--- src/rtl/hybridift_axi_master128.sv ---
// hybridift_axi_master128: single-outstanding mem_req to AXI4 single-beat 128-bit master bridge; ports: pll_core_cpuclk/pad_cpu_rst, mem_* request/response, AXI m0 AR/R/AW/W/B channels, timeout_o when HYBRIDIFT_AXI_MST_TIMEOUT_EN is defined
module hybridift_axi_master128 #(
    parameter logic [7:0] AXI_ID = 8'h00
) (
    input  logic         pll_core_cpuclk,
    input  logic         pad_cpu_rst,
    input  logic         mem_req_i,
    output logic         mem_gnt_o,
    input  logic [39:0]  mem_addr_i,
    input  logic         mem_we_i,
    input  logic [127:0] mem_wdata_i,
    input  logic [15:0]  mem_strb_i,
    output logic         mem_rsp_valid_o,
    output logic [127:0] mem_rdata_o,
    output logic         mem_err_o,
    output logic [39:0]  araddr_m0,
    output logic [1:0]   arburst_m0,
    output logic [3:0]   arcache_m0,
    output logic [7:0]   arid_m0,
    output logic [7:0]   arlen_m0,
    output logic [2:0]   arprot_m0,
    output logic [2:0]   arsize_m0,
    output logic         arvalid_m0,
    input  logic         arready_m0,
    output logic [39:0]  awaddr_m0,
    output logic [1:0]   awburst_m0,
    output logic [3:0]   awcache_m0,
    output logic [7:0]   awid_m0,
    output logic [7:0]   awlen_m0,
    output logic [2:0]   awprot_m0,
    output logic [2:0]   awsize_m0,
    output logic         awvalid_m0,
    input  logic         awready_m0,
    output logic [127:0] wdata_m0,
    output logic [15:0]  wstrb_m0,
    output logic [7:0]   wid_m0,
    output logic         wlast_m0,
    output logic         wvalid_m0,
    input  logic         wready_m0,
    input  logic [127:0] rdata_m0,
    input  logic [7:0]   rid_m0,
    input  logic         rlast_m0,
    input  logic [1:0]   rresp_m0,
    input  logic         rvalid_m0,
    output logic         rready_m0,
    input  logic [7:0]   bid_m0,
    input  logic [1:0]   bresp_m0,
    input  logic         bvalid_m0,
    output logic         bready_m0
`ifdef HYBRIDIFT_AXI_MST_TIMEOUT_EN
    ,
    output logic         timeout_o
`endif
);
    typedef enum logic [2:0] {IDLE, AR, R, AWW, B} state_t;
    state_t state, state_n;
    logic [35:0]  addr_q;
    logic         we_q;
    logic [127:0] wdata_q;
    logic [15:0]  strb_q;
    logic         aw_done, w_done, aw_fin, w_fin, rsp_hs;
    logic         rsp_valid_q, err_q;
    logic [127:0] rdata_q;
    logic         unused;
    assign unused = ^{rid_m0, bid_m0, mem_addr_i[3:0]};
    assign mem_gnt_o = state == IDLE && mem_req_i && !rsp_valid_q;
    assign arvalid_m0 = state == AR;
    assign rready_m0 = state == R;
    assign awvalid_m0 = state == AWW && !aw_done;
    assign wvalid_m0 = state == AWW && !w_done;
    assign bready_m0 = state == B;
    assign wlast_m0 = wvalid_m0;
    assign araddr_m0 = {addr_q, 4'h0};
    assign awaddr_m0 = {addr_q, 4'h0};
    assign arburst_m0 = 2'b01;
    assign awburst_m0 = 2'b01;
    assign arcache_m0 = 4'b0000;
    assign awcache_m0 = 4'b0000;
    assign arprot_m0 = 3'b000;
    assign awprot_m0 = 3'b000;
    assign arsize_m0 = 3'b100;
    assign awsize_m0 = 3'b100;
    assign arlen_m0 = 8'h00;
    assign awlen_m0 = 8'h00;
    assign arid_m0 = AXI_ID;
    assign awid_m0 = AXI_ID;
    assign wid_m0 = AXI_ID;
    assign wdata_m0 = wdata_q;
    assign wstrb_m0 = strb_q;
    assign aw_fin = aw_done || (awvalid_m0 && awready_m0);
    assign w_fin = w_done || (wvalid_m0 && wready_m0);
    assign rsp_hs = we_q ? (state == B && bvalid_m0) : (state == R && rvalid_m0 && rlast_m0);
    assign mem_rsp_valid_o = rsp_valid_q;
    assign mem_rdata_o = rdata_q;
    assign mem_err_o = err_q;
    always_comb begin
        state_n = state;
        unique case (state)
            IDLE:    state_n = mem_gnt_o ? (mem_we_i ? AWW : AR) : IDLE;
            AR:      state_n = arready_m0 ? R : AR;
            R:       state_n = (rvalid_m0 && rlast_m0) ? IDLE : R;
            AWW:     state_n = (aw_fin && w_fin) ? B : AWW;
            B:       state_n = bvalid_m0 ? IDLE : B;
            default: state_n = IDLE;
        endcase
    end
    always_ff @(posedge pll_core_cpuclk) begin
        if (pad_cpu_rst) begin
            state <= IDLE;
            aw_done <= 1'b0;
            w_done <= 1'b0;
            rsp_valid_q <= 1'b0;
            rdata_q <= '0;
            err_q <= 1'b0;
        end else begin
            state <= state_n;
            aw_done <= state == AWW && state_n == AWW && aw_fin;
            w_done <= state == AWW && state_n == AWW && w_fin;
            rsp_valid_q <= rsp_hs;
            if (rsp_hs) begin
                rdata_q <= we_q ? '0 : rdata_m0;
                err_q <= (we_q ? bresp_m0 : rresp_m0) != 2'b00;
            end
        end
    end
    always_ff @(posedge pll_core_cpuclk) begin
        if (mem_gnt_o) begin
            addr_q <= mem_addr_i[39:4];
            we_q <= mem_we_i;
            wdata_q <= mem_wdata_i;
            strb_q <= mem_strb_i;
        end
    end
`ifdef HYBRIDIFT_AXI_MST_TIMEOUT_EN
    logic [9:0] wait_cnt;
    logic       timeout_q, in_wait;
    assign in_wait = state == R || state == B;
    assign timeout_o = timeout_q;
    always_ff @(posedge pll_core_cpuclk) begin
        if (pad_cpu_rst) begin
            wait_cnt <= '0;
            timeout_q <= 1'b0;
        end else begin
            wait_cnt <= in_wait ? wait_cnt + {9'd0, wait_cnt != 10'h3ff} : '0;
            timeout_q <= timeout_q || (in_wait && wait_cnt == 10'd1022);
        end
    end
`endif
endmodule

--- config.mk ---
export PLATFORM = sky130hd
export DESIGN_NAME = hybridift_axi_master128
export DESIGN_NICKNAME = d
export VERILOG_FILES = /design/src/rtl/hybridift_axi_master128.sv
export SDC_FILE = /design/constraint.sdc
export NUM_CORES = 1
export LEC_CHECK = 0
export ABC_AREA = 1
export ABC_CLOCK_PERIOD_IN_PS = 9900
export CAP_MARGIN = 25
export CORE_AREA = 3 3 297 299
export DETAILED_ROUTE_END_ITERATION = 8
export DIE_AREA = 0 0 300 302
export GPL_ROUTABILITY_DRIVEN = 0
export SYNTH_ARGS = -nofsm -noshare
export SYNTH_HDL_FRONTEND = slang
export SYNTH_SLANG_ARGS = --single-unit
--- constraint.sdc ---
create_clock -name pll_core_cpuclk -period 9.9 [get_ports pll_core_cpuclk]
set_clock_uncertainty 0.05 [all_clocks]
set_input_delay 1.98 -clock pll_core_cpuclk [delete_from_list [all_inputs] [get_ports pll_core_cpuclk]]
set_output_delay 1.98 -clock pll_core_cpuclk [all_outputs]
set_load 0.01 [all_outputs]
### Word level (Yosys, flattened, before mapping)

Cells that the tools add are included.

* eq/ne operators: 5
* reductions and logical operators: 21
* mux-type cells: 10

Operator list (number)
* two-way mux 128 bit: 1
* case mux 3 bit (5 select lines): 1
* logical AND 1 bit: 14
* two-way mux 2 bit: 5
* equality test 3 x 2 -> 1 bit, second input constant: 3
* two-way mux 3 bit: 2
* equality test 3 x 1 -> 1 bit, second input constant: 1
* equality test 3 bit, second input constant: 1
* logical NOT 1 bit: 3
* logical NOT 3 bit: 1
* logical OR 1 bit: 2
* nonzero test 2 bit: 1
* two-way mux 1 bit: 1

* word-level logic and storage cells: 46
* register bits: 316
* output and inout bits: 425
* input port bits: 342

### Depth between registers and ports, before layout

* depth after elaboration: 10
* gate-level depth with buffers: 8
* mapped depth without buffers: 7

### Worst setup path before layout

OpenSTA, ideal clock, no wires.

* path type: input to output
* start point: in mem_req_i
* end point: out mem_gnt_o
* data arrival time: 5.739 ns
* setup slack: 2.131 ns
* stages on the path: 4
* path buffers: 0
* data required time: 7.870 ns
* path through: inv_1 -> nor2_1 -> nand3_1 -> inv_1

* longest elaborated chain between the ends: 2

Ends and longest elaborated chain
* from (decl): RTL line 7 `input logic mem_req_i,`
* logical AND 1 bit (2 in series): RTL line 66 `assign mem_gnt_o = state == IDLE && mem_req_i && !rsp_valid_q;`
* to (decl): RTL line 8 `output logic mem_gnt_o,`

Every way passes these cells.

### Worst setup path after layout

Ends and elaborated chain as after synthesis.

==> impl_metrics.yaml <==
outcome:
  status: "finished clean"
yosys:
  synth.area.top_cells: "edfxtp_1 47%, dfxtp_1 23%, nand3_1 11%, buf_4 7.2%, a21oi_1 5.7%"
  syn_inst: 939
  synth_area_leader_cell: "edfxtp_1"
  synth_seq_area_share_pct: 70.5
  netlist_area_sq_mm: 0.0116
  synth_cell_types: 21
  synth_warnings: 0
  synth_area_per_cell_sq_um: 12.3
  synth_top_area_share_pct: 47.1
  ys_ff_latch: 316
clock_network:
  cts_buffers: 42
  cts_setup_buffers: 0
  hold_buffers: 0
  cts_tree: "yes"
  clkTransAtPathRegs_ps: 60
  cts.sinks: 316
  clk_path_buf_depth: 3
  root_buffer: "clkbuf_16"
  cts_max_level: 2
  clk_latency_ps: 560
  post_cts_resized: 0
finish:
  layout_common_cells: "673 x clkdlybuf4s50_1, 261 x nand3_1, 181 x edfxtp_1"
  syn_to_final_growth_pct: 75.7
  drive_above_1_share_pct: 5.66
  final_nets: 1898
  final_common_cell: "clkdlybuf4s50_1"
sta:
  worst_slack_ps: 3750
  rsz0062_at_grt: "no"
  timing.final.max_slew_violations: 0
  post-route-min-period_ps: 6150
  fmax_mhz: 162
  slew_headroom_pct: 36.4
  period_share_pct: 62.2
  setup_tns_ps: 0
  setup_viol: 0
  worst_pin_slew_ps: 954
  hold_viol: 0
floorplan:
  io_pins: 767
  die-area_sq_mm: 0.0906
  die_h_microns: 302
  start_util_pct: 13.5
  die_x_microns: 300
  num_rows: 107
  coreArea_sq_mm: 0.0854
global_routing:
  grt_max_degree: 74
  grt_pass1_vias: 9485
  grt_pass1_wl_mm: 76.3
  track_usage_pct: 11.8
  overflow: 0
  antenna_found_initial: 20
critical_path:
  worstPathArrival_ps: 4120
  r2r_start: "state[1]"
  crit_type: "in -> out"
  r2r_slack_ps: 6490
  crit_path_max_fanout: 55
  cp-end-kind: "primary output"
  reg2regPathDepth: 7
  required_ps: 7870
  regToRegEndpoint: "mem_rdata_o[93]"
  worstSetupStartpointType: "input port"
hold_path:
  hold_start: "mem_rdata_o[66]"
  worstHoldEndpoint: "mem_rdata_o[66]"
  hp-class: "reg -> reg"
  holdPathStages: 2
placed_design:
  pre_cts_slack_ps: 3730
  dp_hpwl_mm: 43.4
  io_buffers: 674
drt:
  drc: 0
  met3_length_mm: 7.44
  dr.pass1.iters: 6
  avgRoutedWirePerCell_microns: 20.8
  route.top_layer_used: "met5"
  drtIter0Drc: 424
  wl_met2_mm: 26.3
  wl_mm: 57.1
  vias: 9674
  wl_met1_mm: 21.8
  drtAntennaViolNets: 0
  routed_via_density: 3.53
power_and_ir_drop:
  power_density_mw_per_mm2: 176
  p_leak_nw: 6.75
  vdd_drop_max_mv: 0.110
flow_run:
  cap_violations: 0
## registers in the layout, indices dropped and copies added, names as in the netlist
register,flops
we_q,1
mem_err_o,1
addr_q,36
wstrb_m0,16
w_done,1
aw_done,1
wdata_m0,128
state,3
mem_rdata_o,128
mem_rsp_valid_o,1
## report_power, final
group	switching, W	internal (W)	leakage [nW]	total (W)
combinational	0.000243	0.000259	3.25	0.000502
clock	0.000649	0.000902	0.686	0.00155
sequential	0.0000312	0.00149	2.81	0.00152
## stage by stage
step	instances	instance area [sq um]	power, W	util (%)	hold WS, ps
2_1_floorplan	1009	11800	0.00173	-	449
3_3_place_gp	2656	18900	0.00206	22.1	415
3_5_place_dp	2656	18900	0.00206	22.1	423
4_1_cts	2733	20300	0.00366	23.7	430
5_1_grt	2733	20300	0.00373	23.7	447
6_report	2743	20300	0.00357	23.8	427
## layer usage
| layer | up-vias | GRT usage, % |
|---|---|---|
| li1 | 4444 | - |
| met1 | 4646 | 13.9 |
| met2 | 475 | 18.7 |
| met3 | 83 | 6.48 |
| met4 | 26 | 3.08 |
| met5 | - | 0 |
## layout make-up
| type | count | area (sq um) |
|---|---|---|
| well taps | 1144 | 1430 |
| flip-flops and latches | 316 | 8140 |
| clock buffers | 50 | 1120 |
| fillers | 9187 | 65100 |
| repair buffers | 683 | 6810 |
| multi-input cells | 500 | 2430 |
| diodes | 10 | 25.0 |
| clock inverters | 27 | 280 |
| inverters | 13 | 56.3 |
## kinds of logic after synthesis
kind of cell	share of synthesized area (%)
other	0.0650
and+or+nand+nor	12.8
AOI/OAI and AO/OA	5.85
DFF	70.5
buffers and inverters	10.9
## worst max-delay path, cell delays in order
cell             delay (ps)
clkdlybuf4s50_1         450
inv_1                    40
nor2_1                  250
nand3_1                 280
inv_8                   400
clkdlybuf4s50_1         640
## synthesized netlist by cell type
cell type	instances
nand2_1	11
nand3_4	1
nor2_4	1
buf_4	111
inv_1	10
nor3_4	1
clkbuf_1	28
nor3_1	1
inv_2	3
buf_1	1
nand4_1	4
nand2_2	2
buf_6	10
edfxtp_1	181
nand3_1	261
dfxtp_1	135
a21oi_1	132
conb_1	2
buf_2	30
nor2_1	11
o21ai_0	3
## worst max-delay path by stage
| stage | from | endpoint | depth (start not counted) |
|---|---|---|---|
| after floorplan | mem_req_i | mem_gnt_o | 4 |
| after global placement | mem_req_i | mem_gnt_o | 6 |
| after detailed placement | mem_req_i | mem_gnt_o | 6 |
| after CTS | mem_req_i | mem_gnt_o | 6 |
| after global routing | mem_req_i | mem_gnt_o | 6 |
| final | mem_req_i | mem_gnt_o | 6 |
Note: power is estimated with default switching activity, not from simulation.
